**config.mk**
```make
export PLATFORM = sky130hd
export DESIGN_NAME = noc_rsc_traffic_node
export DESIGN_NICKNAME = d
export VERILOG_FILES = /design/src/rtl/noc_pkg.sv /design/src/rtl/noc_lfsr16.sv /design/src/rtl/noc_rsc_traffic_node.sv
export SDC_FILE = /design/constraint.sdc
export NUM_CORES = 1
export LEC_CHECK = 0
export CAP_MARGIN = 20
export CORE_ASPECT_RATIO = 0.8
export CORE_MARGIN = 2
export CORE_UTILIZATION = 55
export CTS_BUF_LIST = sky130_fd_sc_hd__clkbuf_8
export CTS_CLUSTER_DIAMETER = 40
export DETAILED_ROUTE_END_ITERATION = 16
export MAX_ROUTING_LAYER = met4
export PLACE_DENSITY = 0.77
export SLEW_MARGIN = 20
export SYNTH_ARGS = -nofsm -noshare
export SYNTH_HDL_FRONTEND = slang
export SYNTH_SLANG_ARGS = --single-unit
```
**constraint.sdc**
```tcl
create_clock -name clk_i -period 10.8 [get_ports clk_i]
set_input_delay 1.62 -clock clk_i [delete_from_list [all_inputs] [get_ports clk_i]]
set_output_delay 1.62 -clock clk_i [all_outputs]
set_load 0.03 [all_outputs]
```
**src/rtl/noc_pkg.sv**
```systemverilog
// Shared definitions for mesh_xy_noc resource-side blocks: packet geometry,
// field offsets, injection modes and generator FSM states.
package noc_pkg;

  localparam int LFSR_W = 16;

  typedef enum logic [1:0] {
    MODE_FIXED = 2'd0,
    MODE_RR    = 2'd1,
    MODE_RAND  = 2'd2,
    MODE_RSVD  = 2'd3
  } mode_e;

  typedef enum logic [1:0] {
    ST_IDLE = 2'd0,
    ST_SEND = 2'd1,
    ST_GAP  = 2'd2,
    ST_DONE = 2'd3
  } state_e;

  function automatic int src_w(input int rows, input int cols);
    return $clog2(rows * cols);
  endfunction

  function automatic int seq_w(input int data_w, input int rows, input int cols);
    return data_w - src_w(rows, cols);
  endfunction

  function automatic int packet_w(input int data_w, input int rows, input int cols);
    return data_w + $clog2(rows) + $clog2(cols);
  endfunction

  // LSB positions of each field; layout MSB first is {row, col, src, seq}.
  function automatic int src_lsb(input int data_w, input int rows, input int cols);
    return seq_w(data_w, rows, cols);
  endfunction

  function automatic int col_lsb(input int data_w);
    return data_w;
  endfunction

  function automatic int row_lsb(input int data_w, input int cols);
    return data_w + $clog2(cols);
  endfunction

endpackage

```
**src/rtl/noc_lfsr16.sv**
```systemverilog
// 16-bit Fibonacci LFSR, x^16+x^14+x^13+x^11+1, advancing one step per enabled cycle.
module noc_lfsr16
  import noc_pkg::*;
#(
  parameter logic [LFSR_W-1:0] SEED = 16'hACE1
) (
  input  logic              clk_i,
  input  logic              rst_ni,
  input  logic              en_i,
  output logic [LFSR_W-1:0] lfsr_o
);

  logic [LFSR_W-1:0] r_lfsr;
  logic              w_fb;

  assign w_fb = r_lfsr[15] ^ r_lfsr[13] ^ r_lfsr[12] ^ r_lfsr[10];

  always_ff @(posedge clk_i) begin
    if (!rst_ni) begin
      r_lfsr <= SEED;
    end else if (en_i) begin
      r_lfsr <= {r_lfsr[14:0], w_fb};
    end
  end

  assign lfsr_o = r_lfsr;

endmodule

```
**src/rtl/noc_rsc_traffic_node.sv**
```systemverilog
// Resource-side traffic generator and checker for one mesh_xy_noc node: injects
// single-word packets and checks address and per-source order of arrivals.
module noc_rsc_traffic_node
  import noc_pkg::*;
#(
  parameter int          ROW_N       = 3,
  parameter int          COL_M       = 3,
  parameter int          ROW_IDX     = 0,
  parameter int          COL_IDX     = 0,
  parameter int          PCKT_DATA_W = 8,
  parameter int          CNT_W       = 16,
  parameter int          GAP_W       = 8,
  parameter logic [15:0] LFSR_SEED   = 16'hACE1
) (
  input  logic                                            clk_i,
  input  logic                                            rst_ni,
  input  logic                                            en_i,
  input  logic [1:0]                                      mode_i,
  input  logic [$clog2(ROW_N)-1:0]                        dest_row_i,
  input  logic [$clog2(COL_M)-1:0]                        dest_col_i,
  input  logic [CNT_W-1:0]                                pckt_cnt_i,
  input  logic [GAP_W-1:0]                                gap_i,
  output logic [packet_w(PCKT_DATA_W, ROW_N, COL_M)-1:0]  rsc_pckt_o,
  output logic                                            rsc_wren_o,
  input  logic                                            noc_full_i,
  input  logic                                            noc_ovrflw_i,
  input  logic [packet_w(PCKT_DATA_W, ROW_N, COL_M)-1:0]  noc_pckt_i,
  input  logic                                            noc_wren_i,
  output logic                                            rsc_full_o,
  output logic                                            rsc_ovrflw_o,
  output logic [CNT_W-1:0]                                tx_cnt_o,
  output logic [CNT_W-1:0]                                rx_cnt_o,
  output logic [CNT_W-1:0]                                err_cnt_o,
  output logic [CNT_W-1:0]                                drop_cnt_o,
  output logic                                            busy_o,
  output logic                                            done_o
);

  // state | meaning
  // IDLE  | waiting for en_i; mode/destination/count/gap latched on exit
  // SEND  | issue one packet per cycle while noc_full_i is low
  // GAP   | idle cycles between injections, timed by a down-counter
  // DONE  | pckt_cnt packets sent; hold until en_i drops

  localparam int RW     = $clog2(ROW_N);
  localparam int CW     = $clog2(COL_M);
  localparam int SRC_W  = src_w(ROW_N, COL_M);
  localparam int SEQ_W  = seq_w(PCKT_DATA_W, ROW_N, COL_M);
  localparam int PKT_W  = packet_w(PCKT_DATA_W, ROW_N, COL_M);
  localparam int NSRC   = 1 << SRC_W;
  localparam logic [SRC_W-1:0] SRC_ID = SRC_W'(ROW_IDX * COL_M + COL_IDX);

  state_e             r_state;
  state_e             w_state_nxt;
  mode_e              r_mode;
  logic [RW-1:0]      r_dest_row;
  logic [CW-1:0]      r_dest_col;
  logic [CNT_W-1:0]   r_remaining;
  logic               r_unlim;
  logic [GAP_W-1:0]   r_gap;
  logic [GAP_W-1:0]   r_gap_cnt;
  logic [RW-1:0]      r_rr_row;
  logic [CW-1:0]      r_rr_col;
  logic [SEQ_W-1:0]   r_seq [NSRC];
  logic [SEQ_W-1:0]   r_exp [NSRC];

  logic [PKT_W-1:0]   r_pckt;
  logic               r_wren;
  logic [CNT_W-1:0]   r_tx;
  logic [CNT_W-1:0]   r_rx;
  logic [CNT_W-1:0]   r_err;
  logic [CNT_W-1:0]   r_drop;
  logic               r_busy;
  logic               r_done;

  logic               w_issue;
  logic               w_last;
  logic               w_lfsr_step;
  logic [LFSR_W-1:0]  w_lfsr;
  logic [RW-1:0]      w_dst_row;
  logic [CW-1:0]      w_dst_col;
  logic [SRC_W-1:0]   w_dst_idx;
  logic [PKT_W-1:0]   w_pckt;

  logic [RW-1:0]      w_rx_row;
  logic [CW-1:0]      w_rx_col;
  logic [SRC_W-1:0]   w_rx_src;
  logic [SEQ_W-1:0]   w_rx_seq;
  logic               w_rx_addr_bad;
  logic               w_rx_seq_bad;

  function automatic logic [CNT_W-1:0] sat_inc(input logic [CNT_W-1:0] v);
    return (&v) ? v : v + 1'b1;
  endfunction

  assign w_issue     = (r_state == ST_SEND) && en_i && !noc_full_i;
  assign w_last      = !r_unlim && (r_remaining == CNT_W'(1));
  assign w_lfsr_step = w_issue && (r_mode == MODE_RAND);

  noc_lfsr16 #(
    .SEED (LFSR_SEED)
  ) u_lfsr (
    .clk_i  (clk_i),
    .rst_ni (rst_ni),
    .en_i   (w_lfsr_step),
    .lfsr_o (w_lfsr)
  );

  always_comb begin
    w_state_nxt = r_state;
    case (r_state)
      ST_IDLE: if (en_i) w_state_nxt = ST_SEND;
      ST_SEND: begin
        if (!en_i) begin
          w_state_nxt = ST_IDLE;
        end else if (w_issue) begin
          if (w_last)              w_state_nxt = ST_DONE;
          else if (r_gap != '0)    w_state_nxt = ST_GAP;
        end
      end
      ST_GAP: begin
        if (!en_i)                 w_state_nxt = ST_IDLE;
        else if (r_gap_cnt == '0)  w_state_nxt = ST_SEND;
      end
      ST_DONE: if (!en_i) w_state_nxt = ST_IDLE;
      default: w_state_nxt = ST_IDLE;
    endcase
  end

  always_comb begin
    w_dst_row = r_dest_row;
    w_dst_col = r_dest_col;
    case (r_mode)
      MODE_RR: begin
        w_dst_row = r_rr_row;
        w_dst_col = r_rr_col;
      end
      MODE_RAND: begin
        w_dst_row = RW'(int'(w_lfsr[7:0]) % ROW_N);
        w_dst_col = CW'(int'(w_lfsr[15:8]) % COL_M);
      end
      default: ;
    endcase
  end

  assign w_dst_idx = SRC_W'(int'(w_dst_row) * COL_M + int'(w_dst_col));
  assign w_pckt    = {w_dst_row, w_dst_col, SRC_ID, r_seq[w_dst_idx]};

  always_ff @(posedge clk_i) begin
    if (!rst_ni) begin
      r_state <= ST_IDLE;
    end else begin
      r_state <= w_state_nxt;
    end
  end

  always_ff @(posedge clk_i) begin
    if (!rst_ni) begin
      r_mode      <= MODE_FIXED;
      r_dest_row  <= '0;
      r_dest_col  <= '0;
      r_remaining <= '0;
      r_unlim     <= 1'b0;
      r_gap       <= '0;
      r_gap_cnt   <= '0;
      r_rr_row    <= '0;
      r_rr_col    <= '0;
      r_pckt      <= '0;
      r_wren      <= 1'b0;
      r_tx        <= '0;
      r_busy      <= 1'b0;
      r_done      <= 1'b0;
      for (int i = 0; i < NSRC; i++) r_seq[i] <= '0;
    end else begin
      r_wren <= 1'b0;
      r_busy <= (w_state_nxt == ST_SEND) || (w_state_nxt == ST_GAP);
      // done_o trails the DONE entry by one cycle so it rises after the last strobe
      r_done <= (r_state == ST_DONE) && (w_state_nxt == ST_DONE);

      if ((r_state == ST_IDLE) && en_i) begin
        r_mode      <= mode_e'(mode_i);
        r_dest_row  <= dest_row_i;
        r_dest_col  <= dest_col_i;
        r_remaining <= pckt_cnt_i;
        r_unlim     <= (pckt_cnt_i == '0);
        r_gap       <= gap_i;
        r_rr_row    <= '0;
        r_rr_col    <= '0;
      end

      if (w_issue) begin
        r_wren             <= 1'b1;
        r_pckt             <= w_pckt;
        r_tx               <= sat_inc(r_tx);
        r_remaining        <= r_remaining - 1'b1;
        r_seq[w_dst_idx]   <= r_seq[w_dst_idx] + 1'b1;
        if (r_gap != '0) r_gap_cnt <= r_gap - 1'b1;
        if (r_mode == MODE_RR) begin
          if (r_rr_col == CW'(COL_M - 1)) begin
            r_rr_col <= '0;
            r_rr_row <= (r_rr_row == RW'(ROW_N - 1)) ? '0 : r_rr_row + 1'b1;
          end else begin
            r_rr_col <= r_rr_col + 1'b1;
          end
        end
      end else if ((r_state == ST_GAP) && (r_gap_cnt != '0)) begin
        r_gap_cnt <= r_gap_cnt - 1'b1;
      end
    end
  end

  assign w_rx_row      = noc_pckt_i[row_lsb(PCKT_DATA_W, COL_M) +: RW];
  assign w_rx_col      = noc_pckt_i[col_lsb(PCKT_DATA_W) +: CW];
  assign w_rx_src      = noc_pckt_i[src_lsb(PCKT_DATA_W, ROW_N, COL_M) +: SRC_W];
  assign w_rx_seq      = noc_pckt_i[SEQ_W-1:0];
  assign w_rx_addr_bad = (w_rx_row != RW'(ROW_IDX)) || (w_rx_col != CW'(COL_IDX));
  assign w_rx_seq_bad  = (w_rx_seq != r_exp[w_rx_src]);

  always_ff @(posedge clk_i) begin
    if (!rst_ni) begin
      r_rx   <= '0;
      r_err  <= '0;
      r_drop <= '0;
      for (int i = 0; i < NSRC; i++) r_exp[i] <= '0;
    end else begin
      if (noc_wren_i) begin
        r_rx <= sat_inc(r_rx);
        if (w_rx_addr_bad || w_rx_seq_bad) r_err <= sat_inc(r_err);
        r_exp[w_rx_src] <= w_rx_seq + 1'b1;
      end
      if (noc_ovrflw_i) r_drop <= sat_inc(r_drop);
    end
  end

  assign rsc_pckt_o   = r_pckt;
  assign rsc_wren_o   = r_wren;
  assign rsc_full_o   = 1'b0;
  assign rsc_ovrflw_o = 1'b0;
  assign tx_cnt_o     = r_tx;
  assign rx_cnt_o     = r_rx;
  assign err_cnt_o    = r_err;
  assign drop_cnt_o   = r_drop;
  assign busy_o       = r_busy;
  assign done_o       = r_done;

endmodule

```
After elaboration in Yosys (flattened, before gate mapping)
Memories as Yosys holds them, arrays and structs flattened.
Index checks and enable logic that the tools add are counted.
- register bits after elaboration: 136
- bits in writable memories: 128
- input bits: 48
- logic and storage cells: 126
- memories: 2
- add/subtract/negate cells: 12
- multipliers: 1
- divide/modulo/power cells: 2
- equality and inequality tests: 13
- multiplexer cells: 38
- bitwise gates (word level): 7
- reductions and logical operators: 32
- memory list (memory ; depth ; bits a word ; rd ports ; clocked after Yosys merged registers in ; wr ports ; line ; RTL):
    r_exp ; 16 ; 4 ; 1 ; 0 ; 16 ; noc_rsc_traffic_node.sv:65 ; logic [SEQ_W-1:0] r_exp [NSRC];
    r_seq ; 16 ; 4 ; 1 ; 0 ; 16 ; noc_rsc_traffic_node.sv:64 ; logic [SEQ_W-1:0] r_seq [NSRC];
- operator list (cell ; number):
    $add 16x1->16 const B ; 4
    $mod 9x3->32 const B ; 2
    $reduce_and 16->1 ; 4
    $mux 2 ; 17
    $mux 16 ; 2
    $mux 8 ; 3
    $eq 16x1->1 const B ; 1
    $logic_not 16->1 ; 1
    $mux 4 ; 4
    $reduce_bool 8->1 ; 2
    $sub 16x1->16 const B ; 1
    $sub 8x1->8 const B ; 2
    $eq 2x2->1 const B ; 7
    $mux 1 ; 9
    $add 4x1->4 const B ; 2
    $logic_not 8->1 ; 1
    $pmux 2 s2 ; 2
    $pmux 2 s4 ; 1
    $reduce_and 2->1 ; 4
    $reduce_bool 2->1 ; 4
    $reduce_or 4->1 ; 2
    $logic_and 1x1->1 ; 7
    $eq 2x1->1 const B ; 3
    $add 2x1->2 const B ; 2
    10 further kinds ; 18

Longest topological paths before layout
Gate-level depths: netlist of the first run.
- depth after elaboration: 8
- mapped depth: 33

Cells and area by module
From an unflattened synthesis of the first run, not the netlist that was laid out.
- cell total of the unflattened synthesis: 1347
- area total of the unflattened synthesis: 13327.8 sq um
- by module, submodules not included (module ; instances ; cells an instance ; area an instance (sq um) ; sequential area each (sq um)):
    noc_rsc_traffic_node ; 1 ; 1293 ; 12697.2 ; 6246.0
    noc_lfsr16 ; 1 ; 54 ; 630.6 ; 320.3

Worst setup path before layout of the first run
OpenSTA, ideal clock, no wires.
- path type: flip-flop to flip-flop
- start: reg u_lfsr.r_lfsr[6], in the netlist u_lfsr.lfsr_o[6]
- end: mem r_seq[0][2] (netlist name), data pin
- setup time: 0.265 ns
- arrival: 7.776 ns
- data required time: 10.535 ns
- setup slack: 2.759 ns
- cell stages (with the launch flop): 34
- cell sequence: dfxtp_1 -> clkbuf_1 -> clkbuf_1 -> ha_1 -> and3b_1 -> nor2_1 -> a221oi_1 -> nand2_1 -> mux2_2 -> o21ai_0 -> and2_1 -> ha_1 -> nor2_1 -> o21ai_0 -> nor2_1 -> mux2_2 -> ha_1 -> nor3_1 -> o211ai_1 -> o21ai_1 -> mux2_2 -> a221oi_1 -> a21oi_1 -> fa_1 -> ha_1 -> clkbuf_1 -> mux4_2 -> mux4_2 -> clkbuf_1 -> clkbuf_1 -> ha_1 -> xnor2_1 -> clkbuf_1 -> nor2_1
- RTL lines (element ; line ; RTL):
    start, declared ; noc_lfsr16.sv:13 ; logic [LFSR_W-1:0] r_lfsr;
    start signal, assigned ; noc_lfsr16.sv:22 ; r_lfsr <= {r_lfsr[14:0], w_fb};
    end, declared ; noc_rsc_traffic_node.sv:64 ;

==> impl_metrics.json, run 1 <==
{
  "ant_nets": 0,
  "grt_pass1_wl_mm": 50.3,
  "initial_core_util_pct": 56.4,
  "grt_pass1_vias": 9940,
  "cp-end-kind": "flip-flop",
  "diodes": 0,
  "fin_crit_ns": 9.01,
  "rsz0062_at_grt": "false",
  "post_drt_wl_per_cell_um": 17.3,
  "fin_tns_setup_ns": 0,
  "fmax_mhz": 111,
  "post_cts_buffers": 0,
  "io_pins": 129,
  "clock_sinks": 264,
  "die_x_um": 178,
  "cts_tree": "built",
  "grt_util_all_layers_pct": 25.3,
  "place_inst": 1724,
  "grt_max_degree": 62,
  "routabilityCongestion": 0.902,
  "syn_inst": 1365,
  "antenna_found_initial": 0,
  "power_density_nw_per_um2": 148,
  "synth_area_leader_cell": "edfxtp_1",
  "cts_buffers": 43,
  "status": "complete, no violations",
  "drv_cap": 0,
  "layoutNonFillerInstCount": 1800,
  "area_growth_pct": 16.3,
  "slowest_stage": "ha_1",
  "htreeDepth": 2,
  "fin_crit_sh_pct": 83.4,
  "synth_edf_count": 128,
  "cp_slowest_stage_delay_ns": 0.80,
  "finClkSkew_ns": 0.0293,
  "post-route-drc-count": 0,
  "hold_buffers": 0,
  "ys_async_sr_fraction_pct": 0,
  "portBuffers": 122,
  "cts_resized": 0,
  "slew-limit-headroom_pct": 32.2,
  "die_height_um": 143,
  "crit_top_cell": "ha_1",
  "hpwlAfterDp_mm": 21.5,
  "power.total_mw": 2.29,
  "clkTransAtPathRegs_ns": 0.07,
  "finalHoldViolCount": 0,
  "worst_ep_required_time_ns": 11.11,
  "ys_seq_area_share_pct": 49.5,
  "p_leak_nw": 5.56,
  "clockBufferDepth": 3,
  "ys_ff_latch": 264,
  "ir_worst_vdd_v": 0.000129,
  "finalMaxSlewViolations": 0,
  "synth.distinct_cells": 84,
  "std_cell_rows": 50,
  "clk_latency_ns": 0.56,
  "dpl-instance-area_um2": 14600,
  "final_layout_size_suffix_gt1_share_pct": 9.14,
  "crit_arrival_ns": 9.32,
  "drt_iter0_drc": 871,
  "viasPerCell": 5.90,
  "final-setup-viol-count": 0,
  "holdCritPathClass": "reg -> reg",
  "ys_warn_count": 0,
  "core-area_um2": 23500,
  "synthTopCellsByArea": "edfxtp_1 (29%), dfxtp_1 (21%), mux4_2 (6.8%)",
  "stdcell_area_um2": 15400,
  "vias": 10615,
  "root_buffer": "clkbuf_8",
  "syn_avg_cell_area_um2": 9.72,
  "pre_cts_ws_ns": 1.83,
  "netlist.area_leader.share_pct": 29.0,
  "overflow": 0,
  "synthFlopType": "dfxtp_1",
  "nets": 1527,
  "die_area_um2": 25400,
  "worst_slack_ns": 1.79,
  "cp_max_fo": 20,
  "dr.pass1.iters": 5,
  "start_kind": "flip-flop",
  "path_class": "reg -> reg",
  "worst_pin_slew_ns": 1.01,
  "synthesis.area_um2": 13300,
  "drt_wl_total_mm": 31.1
}
==> cell families after synthesis <==
family	Yosys count	share of synthesized area, %
and+or+nand+nor	630	21.6
DFF	264	49.5
AOI/OAI and AO/OA	210	10.6
buffers and inverters	113	3.52
xor gates and xnor gates	72	4.75
muxes	53	7.82
adders and majority gates	22	2.19
other	1	0.0283
==> synthesized netlist by cell type (4+ instances only) <==
cell        n
and3_1     16
o21ai_0    43
nand3_1    47
o211ai_1   11
mux2_2      5
or4_1       5
xnor2_1    31
nor3b_1     7
nor2_1    235
mux4_2     40
nand4_1    13
and2_1     13
nand2_1   190
or3_1      17
nand3b_1    5
a311oi_1    6
ha_1       20
dfxtp_1   136
nor2b_1    11
mux2i_1     8
a221oi_1    6
a21oi_1    79
nor4_1     11
buf_1       5
nand2b_1   10
inv_1      24
buf_4       8
xor2_1     41
clkbuf_1   71
a32oi_1     5
a211o_1     4
nor3_1     27
edfxtp_1  128
==> sequential cells by signal (all words and copies together), names as in the netlist, 8 cells and up <==
name,cells
drop_cnt_o,16
err_cnt_o,16
r_exp,64
r_gap,8
r_gap_cnt,8
r_remaining,16
r_seq,64
rsc_pckt_o,8
rx_cnt_o,16
tx_cnt_o,16
u_lfsr.lfsr_o,16
==> path summary, 6_finish.rpt <==
| path | startpoint | end | slack [ns] | depth (start not counted) |
|---|---|---|---|---|
| max | u_lfsr.lfsr_o[7] | r_seq[9][2] | 1.79 | 28 |
| min | rsc_pckt_o[2] | rsc_pckt_o[2] | 0.46 | 2 |
| max reg2reg | u_lfsr.lfsr_o[7] | r_seq[9][2] | 1.79 | 28 |
| min reg2reg | rsc_pckt_o[2] | rsc_pckt_o[2] | 0.46 | 2 |
==> power by group <==
part	switching (mW)	total [mW]	internal (mW)
logic	0.214	0.348	0.134
clock network	0.400	0.827	0.427
registers	0.0240	1.11	1.09
total	0.638	2.29	1.65
==> placed cells by master, fill, tap and decap left out, types with 33 or more instances in the layout <==
cell type / netlist / final
a21oi_1: 79 / 79
xor2_1: 41 / 41
nand2_1: 190 / 190
clkbuf_8: 0 / 47
edfxtp_1: 128 / 128
nand3_1: 47 / 47
clkdlybuf4s50_1: 0 / 121
o21ai_0: 43 / 43
nor2_1: 235 / 235
dfxtp_1: 136 / 136
mux4_2: 40 / 40
inv_1: 24 / 33
==> metrics by stage <==
step	util [%]	hold slack [ns]
2_1_floorplan	-	0.427
3_3_place_gp	62.1	0.442
3_5_place_dp	62.1	0.450
4_1_cts	65.5	0.460
5_1_grt	65.6	0.479
6_report	65.6	0.462
==> per-layer routing <==
| layer | GRT usage [%] | routed length [um] | vias up | part of all wire (%) |
|---|---|---|---|---|
| met2 | 38.6 | 14200 | 446 | 46 |
| met5 | - | 0 | - | 0 |
| met1 | 34.6 | 13500 | 5048 | 44 |
| li1 | - | - | 5049 | - |
| met3 | 4.07 | 2410 | 72 | 7.7 |
| met4 | 8.71 | 913 | 0 | 2.9 |
==> cell type report <==
cell class                      instances  area (um2)
Inverter                               24        91.3
Clock buffer                           47         647
Sequential cell                       264        6570
Clock inverter                         29         161
Tap cell                              312         390
Timing Repair Buffer                  131        1280
Fill cell                            1904        8100
Multi-Input combinational cell        993        6280
==> worst max-delay path, delay by kind of cell (launching register included) <==
kind | cells | cell delay, ns
XOR/XNOR | 1 | 0.63
flip-flops | 1 | 0.55
buffers and inverters | 1 | 0.29
AO/OA/AOI/OAI | 7 | 1.85
multiplexers | 5 | 2.03
AND/OR/NAND/NOR | 8 | 1.03
adder cells (fa/ha/maj) | 6 | 2.37
Power figures use the tool's default switching activity.
==> inputs of run 2 (changes only) <==
CORE_UTILIZATION = 54   (was 55)
PLACE_DENSITY = 0.79   (was 0.77)
clock period = 7.4 ns   (was 10.8 ns; I/O delays follow)
==> run 2 against run 1 <==
Compared with the run above:
- final cell count grew 2.6%
- fmax grew 27%
- sequential power grew 46%
- wire length grew 4.5%
- sequential share of layout area shrank 1.4 points
- combinational power grew 66%
- worst hold slack is essentially flat
- total power grew 59%
- critical endpoint is now r_seq[6][3]
- largest power group unchanged
==> impl_metrics.json, run 2 (same netlist as run 1, synthesis figures left out) <==
{
  "layout_common_cells": "nor2_1 (235), nand2_1 (190), dfxtp_1 (135)",
  "grt_util_all_layers_pct": 25.8,
  "finClkSkew_ns": 0.0323,
  "layoutNonFillerInstCount": 1847,
  "crit_arrival_ns": 7.37,
  "clk_latency_ns": 0.57,
  "post-route-drc-count": 0,
  "num-fill-cells": 1876,
  "power_switching_mw": 1.00,
  "cts_buffers": 45,
  "die_x_um": 179,
  "viasPerCell": 5.88,
  "fin_tns_setup_ns": 0,
  "slew-limit-headroom_pct": 25.8,
  "path_class": "reg -> reg",
  "hold_buffers": 0,
  "mostFrequentLayoutCell": "nor2_1",
  "sw_frac_of_total_pct": 27.6,
  "start_kind": "flip-flop",
  "overflow": 0,
  "worst_ep_required_time_ns": 7.69,
  "htreeDepth": 2,
  "place_inst": 1754,
  "min_from": "r_dest_row[1]",
  "antenna_found_initial": 0,
  "r2r_start": "u_lfsr.lfsr_o[15]",
  "power.total_mw": 3.63,
  "dr.pass1.iters": 6,
  "die_height_um": 144,
  "drv_cap": 0,
  "p_comb_share_pct": 15.9,
  "nets": 1561,
  "cts_tree": "built",
  "startpoint": "u_lfsr.lfsr_o[15]",
  "routabilityCongestion": 0.923,
  "io_pins": 129,
  "clkTransAtPathRegs_ns": 0.06,
  "clock_sinks": 264,
  "hpwlAfterDp_mm": 22.4,
  "fin_crit_sh_pct": 95.7,
  "fin_crit_ns": 7.08,
  "worst_pin_slew_ns": 1.11,
  "finalHoldViolCount": 0,
  "core-area_um2": 24200,
  "drt_iter0_drc": 1039,
  "post_drt_wl_per_cell_um": 17.6,
  "grt_max_degree": 61,
  "std_cell_rows": 51,
  "power_density_nw_per_um2": 228,
  "holdCritPathClass": "reg -> reg",
  "cp-end-kind": "flip-flop",
  "final_layout_size_suffix_gt1_share_pct": 12.4,
  "area_growth_pct": 20.2,
  "cp_max_fo": 8,
  "ir_worst_vdd_v": 0.000162,
  "p_clk_share_pct": 39.4,
  "final-setup-viol-count": 0,
  "initial_core_util_pct": 54.7,
  "vias": 10858,
  "drt_wl_total_mm": 32.5,
  "die_area_um2": 25800,
  "finalMaxSlewViolations": 0,
  "grt_pass1_wl_mm": 51.9,
  "root_buffer": "clkbuf_8",
  "clockBufferDepth": 3,
  "internal_power_mw": 2.63,
  "status": "complete, no violations",
  "ant_nets": 0,
  "largest_registers": "r_exp (64), r_seq (64)",
  "p_leak_nw": 5.80,
  "seqPwrFrac_pct": 44.6,
  "grt_pass1_vias": 10186,
  "fmax_mhz": 141,
  "portBuffers": 122
}
[run 2: changes by cell type in the layout (fill, tap and decap cells not counted), sizes merged]
cell / delta
diode: +1
bufinv: +4
clkbuf: +2
inv: +1
clkinvlp: +1
buf: +32
[run 2: metrics by stage]
| stage | cell area [um2] | util (%) | hold slack, ns | setup WS (ns) |
|---|---|---|---|---|
| 2_1_floorplan | 13300 | - | 0.427 | 0.0180 |
| 3_3_place_gp | 14800 | 61.1 | 0.442 | 0.157 |
| 3_5_place_dp | 14800 | 61.1 | 0.451 | -0.140 |
| 4_1_cts | 15800 | 65.2 | 0.458 | 0.0208 |
| 5_1_grt | 15900 | 65.8 | 0.484 | -0.0402 |
| 6_report | 16000 | 65.8 | 0.461 | 0.320 |
[run 2: final timing paths]
kind,to,slack (ns),cells after the start
setup / recovery,r_seq[6][3],0.32,27
hold / removal,r_dest_row[1],0.46,2
setup reg to reg,r_seq[6][3],0.32,27
hold reg to reg,r_dest_row[1],0.46,2
[run 2: power by group through the flow]
stage          clock, mW  combinational (mW)  sequential [mW]
3_5_place_dp           0               0.542             1.65
6_report            1.43               0.577             1.62
5_1_grt             1.52               0.623             1.63
3_3_place_gp           0               0.522             1.65
2_1_floorplan          0               0.367             1.65
4_1_cts             1.45               0.552             1.62
[run 2: routing by layer]
| metal | up-vias | GRT usage [%] | wire length, um |
|---|---|---|---|
| li1 | 5136 | - | - |
| met1 | 5170 | 34.2 | 13700 |
| met2 | 473 | 38.9 | 14900 |
| met3 | 79 | 5.73 | 2850 |
| met4 | 0 | 10.1 | 1070 |
| met5 | - | - | 0 |
[run 2: final cells by class]
| class | count | area [um2] | area share (%) |
|---|---|---|---|
| flip-flops and latches | 264 | 6570 | 41.2 |
| multi-input cells | 993 | 6380 | 40.0 |
| repair buffers | 163 | 1520 | 9.55 |
| clock buffers | 49 | 674 | 4.23 |
| well taps | 318 | 398 | 2.49 |
| clock inverters | 35 | 315 | 1.98 |
| inverters | 24 | 91.3 | 0.573 |
| diodes | 1 | 2.50 | 0.0157 |
[run 2: repair_timing]
item,in CTS,in global routing
pin swaps,0,4
setup endpoints to repair,48,73
endpoints found under the hold margin,0,0
setup buffers,2,6
resized for setup,1,16
[run 2: worst max-delay path, cell delays in order, from the launching register on]
cell and delay, ns:
dfxtp_1 0.31, ha_1 0.38, and4bb_2 0.28, o221a_4 0.26, or2_1 0.28, o31ai_4 0.30
nand2b_4 0.12, xor2_2 0.17, ha_2 0.22, buf_4 0.14, o32ai_4 0.30, o311ai_0 0.21
o21ai_1 0.14, ha_1 0.25, nor4_4 0.07, o21ai_2 0.20, nor2_1 0.10, a2111oi_4 0.35
a21oi_1 0.09, fa_1 0.49, ha_4 0.19, fa_2 0.64, buf_4 0.18, mux4_2 0.56
nand3_1 0.15, xor2_2 0.18, buf_4 0.20, nor2_1 0.05
==> inputs of run 3 (changes only) <==
CELL_PAD_IN_SITES_DETAIL_PLACEMENT = 1   (was default)
CELL_PAD_IN_SITES_GLOBAL_PLACEMENT = 2   (was default)
CORE_UTILIZATION = 34   (was 54)
HOLD_SLACK_MARGIN = 0.1   (was default)
PLACE_DENSITY = default   (was 0.79)
PLACE_DENSITY_LB_ADDON = 0.1   (was default)
==> run 3 against run 2 <==
Compared with the run above:
- first-iteration DRC count fell by 42%
- setup slack improved by 0.024 ns
- final area rose by 1.8%
==> impl_metrics.json, run 3 (same netlist as run 1, synthesis figures left out) <==
{
  "finalHoldViolCount": 0,
  "seqPwrFrac_pct": 43.9,
  "holdCritPathClass": "reg -> reg",
  "root_buffer": "clkbuf_8",
  "slowest_stage": "fa_2",
  "place_inst": 1929,
  "cp_max_fo": 8,
  "drt_iter0_drc": 602,
  "worst_pin_slew_ns": 1.06,
  "diodes": 0,
  "drv_cap": 0,
  "finalMaxSlewViolations": 0,
  "r2r-end": "r_seq[12][2]",
  "die_height_um": 181,
  "io_pins": 129,
  "power.total_mw": 3.69,
  "power_switching_mw": 1.05,
  "worst_ep_required_time_ns": 7.72,
  "cts_buffers": 50,
  "routabilityCongestion": 0.796,
  "grt_max_degree": 77,
  "grt_pass1_vias": 10874,
  "fin_crit_sh_pct": 95.3,
  "overflow": 0,
  "final-setup-viol-count": 0,
  "portBuffers": 122,
  "std_cell_rows": 64,
  "ir_worst_vdd_v": 0.000108,
  "power_density_nw_per_um2": 227,
  "clkTransAtPathRegs_ns": 0.07,
  "fin_tns_setup_ns": 0,
  "hpwlAfterDp_mm": 26.1,
  "r2r_start": "u_lfsr.lfsr_o[14]",
  "grt_pass1_wl_mm": 60.5,
  "die_x_um": 225,
  "clockBufferDepth": 3,
  "viasPerCell": 5.24,
  "clk_latency_ns": 0.60,
  "clock_sinks": 264,
  "p_comb_share_pct": 16.1,
  "htreeDepth": 2,
  "cp_slowest_stage_delay_ns": 0.65,
  "grt_util_all_layers_pct": 19.2,
  "internal_power_mw": 2.64,
  "finClkSkew_ns": 0.0336,
  "initial_core_util_pct": 34.6,
  "nets": 1565,
  "dr.pass1.iters": 4,
  "final_layout_size_suffix_gt1_share_pct": 12.8,
  "cp-end-kind": "flip-flop",
  "layoutNonFillerInstCount": 2031,
  "path_class": "reg -> reg",
  "layout_common_cells": "nor2_1 (234), nand2_1 (190), dfxtp_1 (134)",
  "vias": 10649,
  "reg2regPathDepth": 26,
  "ant_nets": 0,
  "drt_wl_total_mm": 37.7,
  "core-area_um2": 38400,
  "fin_crit_ns": 7.06,
  "sw_frac_of_total_pct": 28.5,
  "crit_arrival_ns": 7.38,
  "antenna_found_initial": 0,
  "reg2reg_setup_slack_ns": 0.34,
  "p_clk_share_pct": 40.0,
  "finalCoreUtilization_pct": 42.3,
  "post_drt_wl_per_cell_um": 18.5,
  "die_area_um2": 40600,
  "crit_top_cell": "ha_2",
  "hold_buffers": 0,
  "post-route-drc-count": 0,
  "fmax_mhz": 142,
  "cts_tree": "built",
  "cp-endpoint": "r_seq[12][2]",
  "min_from": "r_gap_cnt[7]",
  "whs_ns": 0.456,
  "status": "complete, no violations",
  "slew-limit-headroom_pct": 29.3,
  "mostFrequentLayoutCell": "nor2_1",
  "largest_registers": "r_exp (64), r_seq (64)",
  "startpoint": "u_lfsr.lfsr_o[14]",
  "start_kind": "flip-flop",
  "area_growth_pct": 22.4,
  "p_leak_nw": 5.84
}
run 3: cell types whose count changed in the layout (fill, tap and decap cells not counted), sizes merged:
cell / before / now
buf: 42 / 41
inv: 35 / 37
clkbuf: 49 / 53
clkinv: 16 / 17
bufinv: 5 / 4
clkinvlp: 3 / 6
diode: 1 / 0
run 3: layout make-up:
type / count / area, um2
fill: 4319 / 22100
tap: 495 / 619
clock inverter: 40 / 305
sequential: 264 / 6570
timing repair buffer: 162 / 1550
multi-input combinational: 993 / 6370
clock buffer: 53 / 729
inverter: 24 / 92.6
run 3: metal layers:
| layer | track usage, % | part of all wire, % | wire, um |
|---|---|---|---|
| met5 | - | 0 | 0 |
| met4 | 4.98 | 1.7 | 647 |
| met3 | 3.34 | 4.4 | 1680 |
| met2 | 28.6 | 45 | 16900 |
| met1 | 26.9 | 49 | 18500 |
run 3: repair_timing:
| item | 4_1_cts | 5_1_grt |
|---|---|---|
| cloned | 0 | 1 |
| endpoints found under the setup margin | 54 | 109 |
| gates resized for setup | 3 | 22 |
| setup buffers | 0 | 8 |
| pin swaps | 0 | 8 |
run 3: power by group through the flow:
| stage | registers [mW] | clock network [mW] | logic (mW) |
|---|---|---|---|
| floorplan | 1.65 | 0 | 0.367 |
| global placement | 1.65 | 0 | 0.555 |
| detailed placement | 1.65 | 0 | 0.564 |
| CTS | 1.62 | 1.53 | 0.568 |
| global route | 1.63 | 1.60 | 0.648 |
| finish | 1.62 | 1.48 | 0.595 |
run 3: how the worst min path moves through the flow:
stage,endpoint,cells past startpoint,slack (ns)
6_report,r_gap_cnt[7],2,0.46
5_1_grt,r_dest_row[0],2,0.48
4_1_cts,r_gap_cnt[7],2,0.45
3_5_place_dp,r_gap_cnt[7],2,0.45
3_3_place_gp,r_dest_row[1],2,0.45
2_1_floorplan,r_gap_cnt[7],2,0.43
run 3: worst max-delay path: cells and delay by family (launching register included):
family	cells	cell delay (ns)
adder cells (fa/ha/maj)	7	2.41
AO/OA/AOI/OAI	8	1.86
AND/OR/NAND/NOR	6	0.87
multiplexers	1	0.56
XOR/XNOR	2	0.42
buffers and inverters	2	0.33
flip-flops	1	0.32
run 3: through the flow:
step           setup WS (ns)  cell area (um2)
2_1_floorplan         0.0180            13300
3_3_place_gp          0.0640            15100
3_5_place_dp          -0.182            15100
4_1_cts              0.00387            16100
5_1_grt              -0.0181            16200
6_report               0.345            16200
